## src/rtl/reg_write_tracer.sv

```systemverilog
// reg_write_tracer
//   Taps the MIPS register-file write port and PC and records each watched
//   register write as {cycle, pc, addr, data} in a FIFO. The FIFO drains
//   through a valid/ready port. Supports a trigger PC, a per-register watch
//   mask, and a choice between freezing and overwriting when full.
// Ports
//   clk, reset                 core clock (rising edge), async active-high reset
//   arm                        1-cycle pulse: clear FIFO/counters and start a trace
//   trig_en, trig_pc           wait for pc == trig_pc before capturing
//   pc                         PC of the instruction currently writing
//   reg_write, write_address,
//   write_data                 register-file write port tap
//   out_valid, out_ready       head-entry handshake
//   out_cycle/pc/addr/data     head entry fields (0 when empty)
//   count                      entries held (0..DEPTH)
//   dropped                    writes lost to a full FIFO, saturating
//   state                      0 IDLE, 1 WAIT_TRIG, 2 CAPTURE, 3 FROZEN
module reg_write_tracer #(
  parameter int unsigned DEPTH      = 16,
  parameter int unsigned CYC_W      = 16,
  parameter logic [31:0] WATCH_MASK = 32'h03FF_FF00,
  parameter bit          OVERWRITE  = 1'b0
) (
  input  logic                     clk,
  input  logic                     reset,
  input  logic                     arm,
  input  logic                     trig_en,
  input  logic [31:0]              trig_pc,
  input  logic [31:0]              pc,
  input  logic                     reg_write,
  input  logic [4:0]               write_address,
  input  logic [31:0]              write_data,
  output logic                     out_valid,
  input  logic                     out_ready,
  output logic [CYC_W-1:0]         out_cycle,
  output logic [31:0]              out_pc,
  output logic [4:0]               out_addr,
  output logic [31:0]              out_data,
  output logic [$clog2(DEPTH):0]   count,
  output logic [15:0]              dropped,
  output logic [1:0]               state
);

  localparam int unsigned AW = $clog2(DEPTH);
  localparam int unsigned CW = AW + 1;

  typedef enum logic [1:0] {
    S_IDLE      = 2'd0,
    S_WAIT_TRIG = 2'd1,
    S_CAPTURE   = 2'd2,
    S_FROZEN    = 2'd3
  } state_e;

  typedef struct packed {
    logic [CYC_W-1:0] cyc;
    logic [31:0]      pc;
    logic [4:0]       addr;
    logic [31:0]      data;
  } entry_t;

  state_e           state_q, state_d;
  logic [AW-1:0]    head_q, head_d, tail_q, tail_d;
  logic [CW-1:0]    count_q, count_d;
  logic [15:0]      dropped_q, dropped_d;
  logic [CYC_W-1:0] cyc_q, cyc_d;
  entry_t           mem_q [DEPTH];

  logic   watched, pc_match, qual, full, empty, pop, store, lost, wr_en;
  entry_t wr_entry, head_e;

  always_comb begin
    watched  = reg_write && (write_address != '0) && WATCH_MASK[write_address];
    pc_match = (pc == trig_pc);
    qual     = watched && ((state_q == S_CAPTURE) ||
                           ((state_q == S_WAIT_TRIG) && pc_match));
    full     = (count_q == CW'(DEPTH));
    empty    = (count_q == '0);
    pop      = !empty && out_ready;
    store    = qual && (OVERWRITE || !full);
    // Overwrite mode only loses data when the oldest entry is evicted
    // without being popped; freeze mode loses every watched write once frozen.
    if (OVERWRITE) lost = store && full && !pop;
    else           lost = (qual && full) || ((state_q == S_FROZEN) && watched);
    wr_entry = '{cyc: cyc_q, pc: pc, addr: write_address, data: write_data};

    state_d   = state_q;
    head_d    = head_q;
    tail_d    = tail_q;
    count_d   = count_q;
    dropped_d = dropped_q;
    cyc_d     = cyc_q;
    wr_en     = 1'b0;

    if (arm) begin
      state_d   = trig_en ? S_WAIT_TRIG : S_CAPTURE;
      head_d    = '0;
      tail_d    = '0;
      count_d   = '0;
      dropped_d = '0;
      cyc_d     = '0;
    end else begin
      wr_en  = store;
      tail_d = tail_q + AW'(store);
      // A store into a full ring evicts the head; with a pop in the same
      // cycle the eviction and the pop are the same single head advance.
      head_d = head_q + AW'(pop || (store && full));
      count_d = count_q + CW'(store && !pop && !full) - CW'(pop && !store);
      if (lost && (dropped_q != '1)) dropped_d = dropped_q + 16'd1;
      if (state_q != S_IDLE) cyc_d = cyc_q + CYC_W'(1);
      if ((state_q == S_WAIT_TRIG) && pc_match) state_d = S_CAPTURE;
      if (!OVERWRITE && (state_d == S_CAPTURE) && (count_d == CW'(DEPTH)))
        state_d = S_FROZEN;
    end
  end

  always_ff @(posedge clk or posedge reset) begin
    if (reset) begin
      state_q   <= S_IDLE;
      head_q    <= '0;
      tail_q    <= '0;
      count_q   <= '0;
      dropped_q <= '0;
      cyc_q     <= '0;
    end else begin
      state_q   <= state_d;
      head_q    <= head_d;
      tail_q    <= tail_d;
      count_q   <= count_d;
      dropped_q <= dropped_d;
      cyc_q     <= cyc_d;
    end
  end

  // Storage needs no reset: every output read from it is gated by count.
  always_ff @(posedge clk) begin
    if (wr_en) mem_q[tail_q] <= wr_entry;
  end

  always_comb begin
    head_e    = mem_q[head_q];
    out_valid = !empty;
    out_cycle = empty ? '0 : head_e.cyc;
    out_pc    = empty ? '0 : head_e.pc;
    out_addr  = empty ? '0 : head_e.addr;
    out_data  = empty ? '0 : head_e.data;
    count     = count_q;
    dropped   = dropped_q;
    state     = state_q;
  end

endmodule
```

## config.mk

```make
export PLATFORM = sky130hd
export DESIGN_NAME = reg_write_tracer
export DESIGN_NICKNAME = d
export VERILOG_FILES = /design/src/rtl/reg_write_tracer.sv
export SDC_FILE = /design/constraint.sdc
export NUM_CORES = 1
export LEC_CHECK = 0
export CORE_UTILIZATION = 50
export CTS_BUF_LIST = sky130_fd_sc_hd__clkbuf_16
export DETAILED_ROUTE_END_ITERATION = 8
export PLACE_DENSITY = 0.68
export RECOVER_POWER = 50
export SYNTH_ARGS = -nofsm -noshare
export SYNTH_HDL_FRONTEND = slang
export SYNTH_SLANG_ARGS = --single-unit
```

## constraint.sdc

```tcl
create_clock -name clk -period 9.6 [get_ports clk]
set_clock_uncertainty 0.2 [all_clocks]
set_input_delay 0.96 -clock clk [delete_from_list [all_inputs] [get_ports clk]]
set_output_delay 0.96 -clock clk [all_outputs]
set_load 0.005 [all_outputs]
```

==> impl_metrics.tcl, run 1 <==
set metrics [dict create \
    totalNegativeSetupSlack_ns 0 \
    tritoncts "yes" \
    grt_max_degree 146 \
    cts_made_buffers 141 \
    drtIter0Drc 2397 \
    cts.clk_slew.worst_paths_ns 0.06 \
    firstDrtPassIters 5 \
    yosys_warnings 0 \
    crit_type "in2reg" \
    dieArea_um2 110000 \
    synth_edf_count 1360 \
    grt_overflow 0 \
    min_period_over_period_pct 65.4 \
    grt_usage_pct 22.0 \
    drv_cap 2 \
    chipWidth_um 332 \
    wl_per_cell_um 29.0 \
    hp-class "reg2reg" \
    synth.net_count 2424 \
    ioPinCount 216 \
    timing.final.ws_setup_ns 3.32 \
    fillers 7530 \
    ys.flop_type "edfxtp_1" \
    die_h_um 332 \
    ant_nets 0 \
    multi_input_area_um2 11900 \
    num_vias 25067 \
    synth_top_family_by_area "multiplexers" \
    core_um2 108000 \
    synth-simple-area-share_pct 2.38 \
    root_buffer "clkbuf_16" \
    slowest_stage "a211o_1" \
    ys_ff_latch 1407 \
    dp_slack_ns 2.58 \
    antenna_found_initial 14 \
    synth.area.top_cells "edfxtp_1 (75%), mux4_2 (18%), dfrtp_1 (2.2%)" \
    grt_pass1_wl_um 175000 \
    power_density_nw_per_um2 238 \
    synth_area_leader_cell "edfxtp_1" \
    synth_fa_ha_area_share_pct 0.313 \
    max_slew_margin_pct -25.2 \
    timing.critical_path.buf_inv 3 \
    route.detailed.drc 0 \
    cp_max_fo 17 \
    grt_use_met3_pct 4.25 \
    finalMaxSlewViolations 82 \
    rsz0062_at_grt "false" \
    post_synth.cell_area_avg_um2 23.6 \
    nets 2709 \
    syn-cell-area_um2 54400 \
    synthMuxAreaShare_pct 17.7 \
    yosysSeqAreaShare_pct 77.3 \
    cp_cell_sequence "dlygate4sd3_1, xnor2_1, nand4_1, nor4_1, nand3_1, a211o_1, inv_1, nand2_1, ha_1, inv_1, ha_1, fa_1, a21oi_1, o21bai_1, xnor2_1, nand2_1, a2bb2oi_1, o21ai_0" \
    setup_violations 0 \
    arrival_ns 6.73 \
    postSynth.asyncResetShare_pct 3.34 \
    layout-drive-gt1-share_pct 25.5 \
    layout_min_cycle_time_ns 6.28 \
    status "finished with violations" \
    dpl.hpwl_um 61700 \
    synth-compound-area-share_pct 0.407 \
    leakage_uw 0.0193 \
    synth.distinct_cells 42 \
    initial_utilization_pct 50.6 \
    violations "capacitance limit, slew limit" \
    netlist_top_cells_count "edfxtp_1 (1360), mux4_2 (425), and2_1 (87), clkbuf_1 (74), dfrtp_1 (47)" \
    crit_path_max_incr_delay_ns 0.76 \
    cp.required_ns 10.05 \
    fmax_mhz 159 \
    rows 120 \
    postCtsHoldBufs 0 \
    first_global_vias 26095 \
    syn_to_final_growth_pct 15.3 \
    ir_drop_mv 0.180 \
    cts_resized 0 \
    cts_max_level 4 \
    io_buffers 215 \
    clock_latency_ns 0.73 \
    yosys.cell_count.top_type "edfxtp_1" \
    synthCells 2304 \
    worst_pin_slew_ns 1.88 \
    avgViaCountPerCell 6.12 \
    grt_busiest_layer "met2" \
    post_cts_buffers 0 \
    routed_wl_um 119000 \
    clock_path_buffers 3 \
    use_met2_pct 36.2 \
    critical_path.top_delay_family "simple AND/OR/NAND/NOR gates" \
    hold_viol 0 \
    holdWs_ns 0.392 \
    netlist.area_leader.share_pct 75.1 \
    place_congestion 0.740 \
    worstSetupStartpointType "input port" \
    seq_area_um2 42000 \
    clkSinkCount 1407 \
    cp-end-kind "flip-flop" \
    synth-xor-area-share_pct 0.902 \
    grt_use_met1_pct 30.0 \
]
[cell usage in the layout, fill, tap and decap left out, types with 4 or more instances in the layout]
master,instances
xnor2_1,40
clkinv_8,5
or3_1,11
edfxtp_1,1360
bufinv_16,7
inv_1,35
nand4_1,11
dfrtp_1,43
dlygate4sd3_1,94
and2_1,86
nor4_2,14
or2_2,5
diode_2,4
nand2b_1,4
xor2_1,16
ha_1,12
clkbuf_16,144
buf_4,37
clkinv_1,37
clkinv_2,20
clkdlybuf4s50_1,120
and3_1,4
dfrtp_4,4
mux4_2,425
buf_12,10
a21oi_1,15
o21ai_0,13
inv_6,6
nor2_1,33
nor2b_1,9
nand3_1,18
nand2_1,16
[area by class of cell]
| type | instances | area share, % |
|---|---|---|
| sequential | 1407 | 67.1 |
| tap | 1403 | 2.80 |
| multi-input combinational | 764 | 19.0 |
| inverter | 12 | 0.0719 |
| antenna | 4 | 0.0160 |
| clock buffer | 144 | 5.75 |
| clock inverter | 101 | 1.15 |
| timing repair buffer | 263 | 4.19 |
[worst paths after layout]
kind / from / to / slack [ns] / cells past startpoint
setup / recovery: pc[27] / state[0] / 3.32 / 18
hold / removal: dropped[6] / dropped[6] / 0.39 / 2
setup reg to reg: state[0] / state[0] / 4.91 / 15
hold reg to reg: dropped[6] / dropped[6] / 0.39 / 2
max in group asynchronous: reset / head_q[0] / 6.79 / 2
min in group asynchronous: reset / dropped[0] / 1.08 / 2
[metrics by stage]
| stage | instance area (µm²) | total power, µW | std cells | utilization, % |
|---|---|---|---|---|
| 2_1_floorplan | 54400 | 8830 | 2304 | - |
| 3_3_place_gp | 58400 | 9960 | 3849 | 54.3 |
| 3_5_place_dp | 58400 | 9990 | 3849 | 54.3 |
| 4_1_cts | 62700 | 15100 | 4094 | 58.3 |
| 5_1_grt | 62700 | 15500 | 4095 | 58.3 |
| 6_report | 62700 | 14900 | 4098 | 58.3 |
[flip-flops by register name (all words and copies together), names as in the netlist]
name	flops
mem_q	1360
head_q	4
count	5
state	2
cyc_q	16
tail_q	4
dropped	16
[cell families (layout without fill, tap and decap cells)]
group / Yosys count / after routing
DFF: 1407 / 1407
muxes: 429 / 429
xor gates and xnor gates: 56 / 56
other: 0 / 4
buffers and inverters: 133 / 520
and+or+nand+nor: 228 / 228
adders and majority gates: 13 / 13
AOI/OAI and AO/OA: 38 / 38
[layer usage]
metal / wire (µm) / share of wire [%]
met5: 29 / 0.024
met4: 2870 / 2.4
met3: 8320 / 7.0
met2: 60500 / 51
met1: 47200 / 40
[power breakdown]
| group | internal, µW | switching, µW | leakage, µW |
|---|---|---|---|
| registers | 6760 | 98.9 | 0.0129 |
| logic | 1650 | 1280 | 0.00420 |
| clock network | 2910 | 2220 | 0.00222 |
| total | 11300 | 3600 | 0.0193 |
[worst register-to-register path: cells and delay by family, from the launching register on]
family | cells | cell delay (ns)
AOI/OAI and AO/OA | 5 | 1.33
xor gates and xnor gates | 1 | 0.21
adders and majority gates | 3 | 0.95
buffers and inverters | 2 | 0.27
DFF | 1 | 0.65
and+or+nand+nor | 4 | 0.99
Note: power is estimated with default switching activity, not from simulation.
==> inputs of run 2 (changes only) <==
Clock period 9.6 ns to 5 ns, I/O delays scaled along.
==> run 2 against run 1 <==
The flow still finishes with violations (capacitance limit, slew limit). Global-route usage rose by 0.51 points. Power rose by 95%. Via count rose by 1.9%. Non-clock buffer count rose by 97. Combinational power rose by 100%. Cell count rose by 2.4%. Sequential share of layout area fell by 1.5 points. Critical path type is now reg2out. Largest cell class unchanged. Largest power group unchanged.
==> impl_metrics.tcl, run 2 (synthesis results as in run 1) <==
set metrics [dict create \
    status "finished with violations" \
    violations "capacitance limit, slew limit" \
    cp_max_fo 43 \
    tritoncts "yes" \
    largest_register_ffs 1360 \
    ioPinCount 216 \
    dpl.hpwl_um 67400 \
    seq_area_um2 42000 \
    rows 120 \
    clock_path_buffers 3 \
    worstSetupStartpointType "flip-flop" \
    root_buffer "clkbuf_16" \
    nets 2806 \
    route.detailed.drc 0 \
    cp.required_ns 4.30 \
    min_period_over_period_pct 88.7 \
    final_util_pct 59.6 \
    arrival_ns 3.73 \
    post_cts_buffers 0 \
    instances_no_fill 4196 \
    cts_resized 0 \
    finish.instance_area_um2 64100 \
    grt_pass1_wl_um 180000 \
    cts_made_buffers 141 \
    setup_violations 0 \
    crit_type "reg2out" \
    power_density_nw_per_um2 453 \
    worst_pin_slew_ns 1.87 \
    drtIter0Drc 2527 \
    hp-class "in2reg" \
    hold_viol 0 \
    cp-end-kind "output pin" \
    firstDrtPassIters 5 \
    regMostFlops "mem_q" \
    chipWidth_um 332 \
    layout_min_cycle_time_ns 4.43 \
    first_global_vias 26698 \
    cts_max_level 4 \
    grt_max_degree 101 \
    ant_nets 0 \
    finalMaxSlewViolations 48 \
    routed_wl_um 122000 \
    max_slew_margin_pct -25.0 \
    grt_overflow 0 \
    drv_cap 1 \
    final_common_cell "edfxtp_1" \
    syn_to_final_growth_pct 17.9 \
    leakage_uw 0.0200 \
    dieArea_um2 110000 \
    fillers 7476 \
    die_h_um 332 \
    num_vias 25531 \
    antenna_found_initial 10 \
    io_buffers 215 \
    layout-drive-gt1-share_pct 27.0 \
    multi_input_area_um2 12000 \
    power_uw 29000 \
    cts.clk_slew.worst_paths_ns 0.06 \
    rsz0062_at_grt "false" \
    fmax_mhz 226 \
    dp_slack_ns 0.00674 \
    dp.cells 3946 \
    clkSinkCount 1407 \
    dpl_cell_area_um2 59800 \
    wl_per_cell_um 29.0 \
    timing.final.ws_setup_ns 0.566 \
    ir_drop_mv 0.431 \
    initial_utilization_pct 50.6 \
    layout_common_cells "edfxtp_1 (1360), mux4_2 (425), clkbuf_16 (147), clkdlybuf4s50_1 (121), dlygate4sd3_1 (93)" \
    clock_latency_ns 0.73 \
    postCtsHoldBufs 0 \
    core_um2 108000 \
    place_congestion 0.766 \
    avgViaCountPerCell 6.08 \
    grt_usage_pct 22.5 \
]
[run 2: changes by cell type in the layout (fill, tap and decap cells not counted), moves of 11 or more]
| cell | before | now |
|---|---|---|
| buf_12 | 10 | 58 |
| clkinv_1 | 37 | 26 |
| buf_4 | 37 | 53 |
| inv_1 | 35 | 48 |
| nor4_2 | 14 | 0 |
| clkbuf_1 | 1 | 34 |
| nor4_4 | 0 | 14 |
[run 2: power by group]
group	internal, µW	switching [µW]	leakage [µW]
combinational	3330	2540	0.00481
clock	5770	4260	0.00229
sequential	13000	145	0.0129
[run 2: worst paths after layout]
check | startpoint | to | slack [ns] | cells past startpoint
worst max register to register | state[1] | state[0] | 1.15 | 15
min in group asynchronous | reset | dropped[0] | 0.63 | 2
worst max-delay path | head_q[0] | out_addr[1] | 0.57 | 6
worst min-delay path | trig_en | state[1] | 0.18 | 2
worst min register to register | dropped[1] | dropped[1] | 0.39 | 2
max in group asynchronous | reset | head_q[1] | 2.62 | 2
[run 2: critical path, cell delays in order (launching register included)]
cell and delay (ns):
dfrtp_4 0.71, buf_12 0.38, buf_4 0.25, mux4_2 0.53
mux4_2 0.47, and2_1 0.18, clkdlybuf4s50_1 0.44
[run 2: area by class of cell]
type / instances / area share (%)
antenna: 1 / 0.00390
clock buffer: 147 / 5.74
clock inverter: 102 / 1.12
inverter: 12 / 0.0703
multi-input combinational: 764 / 18.8
sequential: 1407 / 65.6
tap: 1403 / 2.74
timing repair buffer: 360 / 5.98
[run 2: metrics by stage]
step / hold WS, ns / TNS, ns
2_1_floorplan: 0.335 / -200.46
3_3_place_gp: 0.357 / -0.0128
3_5_place_dp: 0.380 / 0
4_1_cts: 0.137 / 0
5_1_grt: 0.176 / 0
6_report: 0.185 / 0
[run 2: metal layers]
metal	vias to the layer above	part of all wire [%]	track usage (%)
met3	187	7.0	3.80
met4	8	2.0	5.73
met1	13794	40	31.3
li1	10541	-	-
met5	-	0.038	0
met2	1001	51	37.3
